**src/rtl/apb_image_loader.sv**
```systemverilog
// Bus initiator that streams an image into the pixel register file, kicks it via address 0,
// and serves CPU readbacks. Optional readback checksum verify under APB_LOADER_VERIFY_EN.
module apb_image_loader #(
  parameter int unsigned Amba_Word       = 24,
  parameter int unsigned Amba_Addr_Depth = 13,
  parameter int unsigned Img_Words       = 1024,
  parameter int unsigned Base_Addr       = 1
) (
  input  logic                       clock,
  input  logic                       reset,
  input  logic                       go,
  input  logic [Amba_Word-1:0]       start_cmd,
  input  logic [Amba_Word-1:0]       in_data,
  input  logic                       in_valid,
  output logic                       in_ready,
  input  logic                       rd_req,
  input  logic [Amba_Addr_Depth:0]   rd_addr,
  output logic [Amba_Word-1:0]       rd_data,
  output logic                       rd_valid,
  output logic [1:0]                 control,
  output logic [Amba_Addr_Depth:0]   address,
  output logic [Amba_Word-1:0]       WriteData,
  input  logic [Amba_Word-1:0]       ReadData,
  input  logic [Amba_Word-1:0]       Start_work_reg,
  output logic                       busy,
  output logic                       done,
`ifdef APB_LOADER_VERIFY_EN
  output logic                       verify_err,
`endif
  output logic                       start_err
);

  localparam int unsigned AW = Amba_Addr_Depth + 1;
  localparam int unsigned CW = $clog2(Img_Words + 1);

  typedef enum logic [2:0] {
    StIdle, StLoad, StKick, StConfirm, StDone, StRdIssue, StRdWait, StVerify
  } state_e;

  state_e               state_q, state_d;
  logic [1:0]           control_q, control_d;
  logic [AW-1:0]        address_q, address_d;
  logic [Amba_Word-1:0] wdata_q, wdata_d;
  logic [Amba_Word-1:0] cmd_q, cmd_d;
  logic [Amba_Word-1:0] rd_data_q, rd_data_d;
  logic                 rd_valid_q, rd_valid_d;
  logic                 start_err_q, start_err_d;
  logic [CW-1:0]        word_cnt_q, word_cnt_d;
  logic [AW-1:0]        addr_cnt_q, addr_cnt_d;
  logic [2:0]           to_cnt_q, to_cnt_d;
  logic                 accept;
  logic                 match;

`ifdef APB_LOADER_VERIFY_EN
  logic [Amba_Word-1:0] xacc_q, xacc_d;
  logic [Amba_Word-1:0] vacc_q, vacc_d;
  logic                 verify_err_q, verify_err_d;
  logic [Amba_Word-1:0] vfold;
  assign vfold      = vacc_q ^ ReadData;
  assign verify_err = verify_err_q;
`endif

  assign in_ready  = (state_q == StLoad) && (word_cnt_q < CW'(Img_Words));
  assign accept    = in_valid && in_ready;
  assign match     = (Start_work_reg == cmd_q);
  assign busy      = (state_q != StIdle);
  assign done      = (state_q == StDone);
  assign control   = control_q;
  assign address   = address_q;
  assign WriteData = wdata_q;
  assign rd_data   = rd_data_q;
  assign rd_valid  = rd_valid_q;
  assign start_err = start_err_q;

  always_comb begin
    state_d     = state_q;
    control_d   = 2'b00;
    address_d   = address_q;
    wdata_d     = wdata_q;
    cmd_d       = cmd_q;
    rd_data_d   = rd_data_q;
    rd_valid_d  = 1'b0;
    start_err_d = start_err_q;
    word_cnt_d  = word_cnt_q;
    addr_cnt_d  = addr_cnt_q;
    to_cnt_d    = to_cnt_q;
`ifdef APB_LOADER_VERIFY_EN
    xacc_d       = xacc_q;
    vacc_d       = vacc_q;
    verify_err_d = verify_err_q;
`endif
    unique case (state_q)
      StIdle: begin
        if (go) begin
          state_d     = StLoad;
          cmd_d       = start_cmd;
          word_cnt_d  = '0;
          addr_cnt_d  = AW'(Base_Addr);
          start_err_d = 1'b0;
`ifdef APB_LOADER_VERIFY_EN
          xacc_d       = '0;
          verify_err_d = 1'b0;
`endif
        end else if (rd_req && !rd_valid_q) begin
          // rd_req is still high while rd_valid pulses; skip it so one request gives one read
          state_d   = StRdIssue;
          control_d = 2'b10;
          address_d = rd_addr;
        end
      end
      StLoad: begin
        if (accept) begin
          control_d  = 2'b01;
          address_d  = addr_cnt_q;
          wdata_d    = in_data;
          addr_cnt_d = addr_cnt_q + AW'(1);
          word_cnt_d = word_cnt_q + CW'(1);
`ifdef APB_LOADER_VERIFY_EN
          xacc_d = xacc_q ^ in_data;
`endif
          if (word_cnt_q == CW'(Img_Words - 1)) state_d = StKick;
        end
      end
      StKick: begin
        control_d = 2'b01;
        address_d = '0;
        wdata_d   = cmd_q;
        to_cnt_d  = '0;
        state_d   = StConfirm;
      end
      StConfirm: begin
        to_cnt_d = to_cnt_q + 3'd1;
        if (match || (to_cnt_q == 3'd7)) begin
          if (!match) start_err_d = 1'b1;
`ifdef APB_LOADER_VERIFY_EN
          state_d    = StVerify;
          control_d  = 2'b10;
          address_d  = AW'(Base_Addr);
          word_cnt_d = '0;
          vacc_d     = '0;
`else
          state_d = StDone;
`endif
        end
      end
`ifdef APB_LOADER_VERIFY_EN
      StVerify: begin
        // word_cnt_q==k: read k is on the bus, data of read k-1 is on ReadData
        if (word_cnt_q != '0) vacc_d = vfold;
        if (word_cnt_q == CW'(Img_Words)) begin
          verify_err_d = (vfold != xacc_q);
          state_d      = StDone;
        end else begin
          word_cnt_d = word_cnt_q + CW'(1);
          if (word_cnt_q < CW'(Img_Words - 1)) begin
            control_d = 2'b10;
            address_d = AW'(Base_Addr) + AW'(word_cnt_q) + AW'(1);
          end
        end
      end
`endif
      StDone:    state_d = StIdle;
      StRdIssue: state_d = StRdWait;
      StRdWait: begin
        rd_data_d  = ReadData;
        rd_valid_d = 1'b1;
        state_d    = StIdle;
      end
      default:   state_d = StIdle;
    endcase
  end

  always_ff @(posedge clock or posedge reset) begin
    if (reset) begin
      state_q     <= StIdle;
      control_q   <= 2'b00;
      address_q   <= '0;
      wdata_q     <= '0;
      cmd_q       <= '0;
      rd_data_q   <= '0;
      rd_valid_q  <= 1'b0;
      start_err_q <= 1'b0;
      word_cnt_q  <= '0;
      addr_cnt_q  <= '0;
      to_cnt_q    <= '0;
`ifdef APB_LOADER_VERIFY_EN
      xacc_q       <= '0;
      vacc_q       <= '0;
      verify_err_q <= 1'b0;
`endif
    end else begin
      state_q     <= state_d;
      control_q   <= control_d;
      address_q   <= address_d;
      wdata_q     <= wdata_d;
      cmd_q       <= cmd_d;
      rd_data_q   <= rd_data_d;
      rd_valid_q  <= rd_valid_d;
      start_err_q <= start_err_d;
      word_cnt_q  <= word_cnt_d;
      addr_cnt_q  <= addr_cnt_d;
      to_cnt_q    <= to_cnt_d;
`ifdef APB_LOADER_VERIFY_EN
      xacc_q       <= xacc_d;
      vacc_q       <= vacc_d;
      verify_err_q <= verify_err_d;
`endif
    end
  end

endmodule

```
**config.mk**
```make
export PLATFORM = sky130hd
export DESIGN_NAME = apb_image_loader
export DESIGN_NICKNAME = d
export VERILOG_FILES = /design/src/rtl/apb_image_loader.sv
export SDC_FILE = /design/constraint.sdc
export NUM_CORES = 1
export LEC_CHECK = 0
export CAP_MARGIN = 20
export CORE_ASPECT_RATIO = 2
export CORE_MARGIN = 10
export CORE_UTILIZATION = 37
export DETAILED_ROUTE_END_ITERATION = 16
export PLACE_DENSITY = 0.67
export REMOVE_ABC_BUFFERS = 1
export SYNTH_ARGS = -nofsm -noshare
export SYNTH_HDL_FRONTEND = slang
export SYNTH_SLANG_ARGS = --single-unit
export TNS_END_PERCENT = 30
```
**constraint.sdc**
```tcl
create_clock -name clock -period 12 [get_ports clock]
set_clock_uncertainty 0.2 [all_clocks]
set_input_delay 3.6 -clock clock [delete_from_list [all_inputs] [get_ports clock]]
set_output_delay 3.6 -clock clock [all_outputs]
set_load 0.02 [all_outputs]
```
# Word-level counts from Yosys, hierarchy flattened
# Cells that the tools add are included.
[word_totals] regBits=121 out_inout_bits=69
[op_classes] magnitude_cmp=1 muxes=28 reduce_logical=18 eq_ne=17 n_addsub=3
[op_table] operator="$mux 14" n=5
[op_table] operator="$pmux 24 s2" n=1
[op_table] operator="$pmux 14 s3" n=1
[op_table] operator="$pmux 14 s2" n=1
[op_table] operator="$eq 24x24->1" n=1
[op_table] operator="$mux 24" n=1
[op_table] operator="$mux 11" n=2
[op_table] operator="$pmux 11 s2" n=1
[op_table] operator="$mux 3" n=5
[op_table] operator="$pmux 3 s5" n=1
[op_table] operator="$add 14x1->14 const B" n=1
[op_table] operator="$eq 3x3->1 const B" n=4
[op_table] operator="$ne 2x2->1 const B" n=6
[op_table] operator="$reduce_and 4->1" n=3
[op_table] operator="$add 11x1->11 const B" n=1
[op_table] operator="$eq 11x10->1 const B" n=1
[op_table] operator="$lt 11x11->1 const B" n=1
[op_table] operator="$reduce_bool 2->1" n=4
[op_table] operator="$eq 3x2->1 const B" n=2
[op_table] operator="$pmux 2 s3" n=1
[op_table] operator="$pmux 3 s2" n=1
[op_table] operator="$reduce_bool 3->1" n=2
[op_table] operator="$mux 1" n=5
[op_table] operator="$mux 2" n=2
[op_table] operator="11 further kinds" n=14

# Logic depth before layout (Yosys ltp)
[logic_depth] ltp_word=5 ltp_mapped=9 mapped_depth_nobuf=7

# Least setup slack after synthesis
# OpenSTA, ideal clock, no wires.
[synth_timing] path_kind="input to register" from="input in_valid" to="register addr_cnt_q[11]" t_arrival_ps=4744 path_slack_ps=6983 cell_stages=6 path_cell_list="and3b_4 o21ai_4 nor3_4 nand4_2 or3_1 a21oi_2"
[synth_between] elab_chain_len=3
[synth_rtl] item="from (decl)" line="14" text="input logic in_valid,"
[synth_rtl] item="$logic_and 1x1->1" line="64" text="assign accept = in_valid && in_ready;"
[synth_rtl] item="$ne 2x2->1 (no source line)"
[synth_rtl] item="$reduce_and 3->1 (no source line)"
[synth_rtl] item="to (signal assigned)" line="201" text="addr_cnt_q <= addr_cnt_d;"
[synth_rtl] item="to (decl)" line="49" text="logic [AW-1:0] addr_cnt_q, addr_cnt_d;"
# Every way passes these cells.
# A chain may end at the register's enable or synchronous reset.

# Worst setup path after layout
[layout_timing] from="register state_q[0]" to="output busy"
[layout_between] elab_chain_len=1
[layout_rtl] item="from (decl)" line="40" text="state_e state_q, state_d;"
[layout_rtl] item="from (signal assigned)" line="175" text="state_q <= StIdle;"
[layout_rtl] item="from (signal assigned)" line="192" text="state_q <= state_d;"
[layout_rtl] item="$reduce_bool 3->1" line="66" text="assign busy = (state_q != StIdle);"
[layout_rtl] item="to (decl)" line="25" text="output logic busy,"
# Every way passes these cells.

==> flow_summary_export.csv <==
group,metric,value,unit
outcome,status,"completed",
yosys,seq_area_frac_synth,54.8,%
worst_setup_path,arrival,2.16,ns
pwr,pwr-share-clk,25.1,%
route,antenna_left,0,
yosys,ys_ff_latch,121,
grt,grt_max_degree,72,
finish,drive_above_1_share,9.70,%
placed_design,placed_cells,885,
grt,overflow,0,
route,drt_first_pass_iters,4,
route,drtIter0Drc,120,
route,vias_per_cell,4.89,
route,num_vias,4484,
timing,fin_ws,6.04,ns
pwr,combPwrFrac,40.8,%
worst_setup_path,cp_max_fo,19,
clock_network,post_cts_buffers,0,
grt,grt_use_total,16.4,%
yosys,ys.flop_type,"dfrtp_1",
grt,grt_pass1_vias,5000,
finish,fillers,1331,
pwr,p_per_area,252,nW/um2
finish,finalInstanceArea,8100,um2
die,die_area,20500,um2
die,rows,63,
pwr,leakage,3.45,nW
yosys,synthCells,532,
worst_setup_path,worstSetupPathType,"flip-flop to output pin",
die,die_h,193,um
job,cap_violations,0,
worst_setup_path,ff2ff_path_depth,4,
yosys,yosysTopAreaCell,"dfrtp_1",
pwr,p_total,2.04,mW
worst_setup_path,ff2ff_setup_slack,9.00,ns
timing,rsz0062_at_grt,"false",
clock_network,cts_max_path_buffers,2,
worst_setup_path,required,8.20,ns
placed_design,portBuffers,183,
hold_path,min_path_type,"flip-flop to flip-flop",
die,die_x,106,um
timing,max_clock_freq,168,MHz
finish,diodes,0,
worst_setup_path,crit_path_end,"busy",
route,wl_per_cell,18.1,um
clock_network,hold_buffers,0,
placed_design,place_area,7500,um2
yosys,avgSynthCellArea,10.4,um2
timing,hold_violations,0,
timing,setup_viol,0,
worst_setup_path,setup.worst_path.start_class,"flip-flop",
timing,worstMarginPinSlew,1.07,ns
die,top_level_ports,184,
placed_design,place.gp.congestion,0.832,
clock_network,clk_latency,0.40,ns
timing,period_needed,5.96,ns
clock_network,cts-root-buf,"clkbuf_16",
pwr,vdd.ir_drop.worst,0.150,mV
yosys,synth_top_cells_by_count,"nand2_1 (128), dfrtp_1 (121), o21ai_0 (48)",
finish,layout.nets,828,
yosys,synth_area_leaders,"dfrtp_1 (55%), nand2_1 (8.7%), mux2_2 (4.9%), xnor2_1 (4.4%), mux2i_1 (4.3%)",
worst_setup_path,startpoint,"state_q[0]",
pwr,seqPwrFrac,34.1,%
worst_setup_path,cp-end-kind,"output pin",
worst_setup_path,r2r_start,"state_q[0]",
yosys,synth_edf_count,0,
yosys,netlist_area,5530,um2
timing,slew_violations,0,
clock_network,cts.sinks,121,
timing,slew_headroom,28.2,%
clock_network,ctsResizeCount,0,
pwr,p_sw_share,37.3,%
route,drt_drc_violations_left,0,
yosys,yosysWarnings,0,
pwr,switching_power,0.762,mW
route,wl,16.6,mm
grt,grt_pass1_wl,26.5,mm
die,start_util,37.5,%
placed_design,preCtsSetupSlack,5.96,ns
finish,instances_no_fill,917,
timing,timing.final.crit_share,49.7,%
yosys,synthArstFlopShare,100,%
clock_network,clkSlewWorstSetupHoldPaths,0.06,ns
yosys,synth_cell_types,45,
grt,antenna_found_initial,0,
clock_network,cts_tree,"done",
die,coreArea,14700,um2
finish,synthToLayoutAreaGrowth,46.4,%
placed_design,hpwl,12.5,mm
yosys,synth_most_common_cell,"nand2_1",
yosys,yosysTopAreaCellShare,54.8,%
pwr,internal_power,1.28,mW
worst_setup_path,rr_endpoint,"addr_cnt_q[3]",
clock_network,htreeDepth,4,
timing,setup_tns,0,ns
clock_network,cts-buffers-inserted,17,
-- metal layers --
metal | track usage (%) | vias to the layer above | wire length (um)
li1 | - | 2159 | -
met1 | 16.0 | 2163 | 5730
met3 | 5.59 | 23 | 1140
met2 | 31.0 | 139 | 9350
met5 | 0 | - | 0
met4 | 5.86 | 0 | 359
-- stage by stage --
step	util, %	hold slack [ns]
floorplan	-	0.254
global placement	50.9	0.259
detailed placement	50.9	0.261
CTS	54.9	0.277
global route	54.9	0.288
finish	54.9	0.272
-- final cells by class --
| type | instances | area, um2 | area share [%] |
|---|---|---|---|
| flip-flops and latches | 121 | 3030 | 37.4 |
| multi-input cells | 380 | 2360 | 29.2 |
| clock inverters | 12 | 141 | 1.75 |
| inverters | 4 | 17.5 | 0.216 |
| well taps | 195 | 244 | 3.01 |
| clock buffers | 20 | 457 | 5.64 |
| repair buffers | 185 | 1850 | 22.8 |
-- critical path: stages, from the launching register on --
cell	delay, ns
dfrtp_1	0.59
or3_1	0.57
clkdlybuf4s50_1	0.59
-- cells in the final DEF (no fill, tap or decap), drive strengths merged, types with 6 or more instances in the layout --
cell             n
xnor2           28
nand3            8
a21oi            6
nor3             7
mux2i           24
clkdlybuf4s50  183
clkbuf          20
inv              7
a22oi           14
mux2            24
nand2          128
nor2            30
nand4           14
xor2            13
o21ai           49
dfrtp          121
-- registers in the layout, summed over array words and instances (netlist names) --
signal,cells
WriteData,24
cmd_q,24
rd_data,24
addr_cnt_q,14
address,14
word_cnt_q,11
state_q,3
to_cnt_q,3
control,2
rd_valid,1
start_err,1
-- kinds of logic (layout without fill, tap and decap cells) --
kind of cell / count (synthesis) / after routing / synth area share (%)
compound gates: 81 / 81 / 8.82
xor+xnor: 41 / 41 / 6.49
fa+ha+maj: 4 / 4 / 0.905
buf+inv: 31 / 221 / 2.71
flops: 121 / 121 / 54.8
mux: 48 / 48 / 9.23
simple gates: 206 / 206 / 17.1
-- how the worst min path moves through the flow --
stage               cells past startpoint        start  slack (ns)     endpoint
floorplan                               2  to_cnt_q[1]        0.25  to_cnt_q[1]
global placement                        2   rd_data[6]        0.26   rd_data[6]
detailed placement                      2  rd_data[12]        0.26  rd_data[12]
CTS                                     2  rd_data[12]        0.28  rd_data[12]
global route                            2  rd_data[12]        0.29  rd_data[12]
finish                                  2  rd_data[21]        0.27  rd_data[21]
-- power groups by stage --
stage          Clock (mW)  Sequential, mW  Combinational [mW]
2_1_floorplan           0           0.800               0.354
3_3_place_gp            0           0.698               0.824
3_5_place_dp            0           0.704               0.844
4_1_cts             0.524           0.699               0.848
5_1_grt             0.543           0.723               0.914
6_report            0.514           0.697               0.833
No activity file was read; power rests on OpenSTA's default activity.
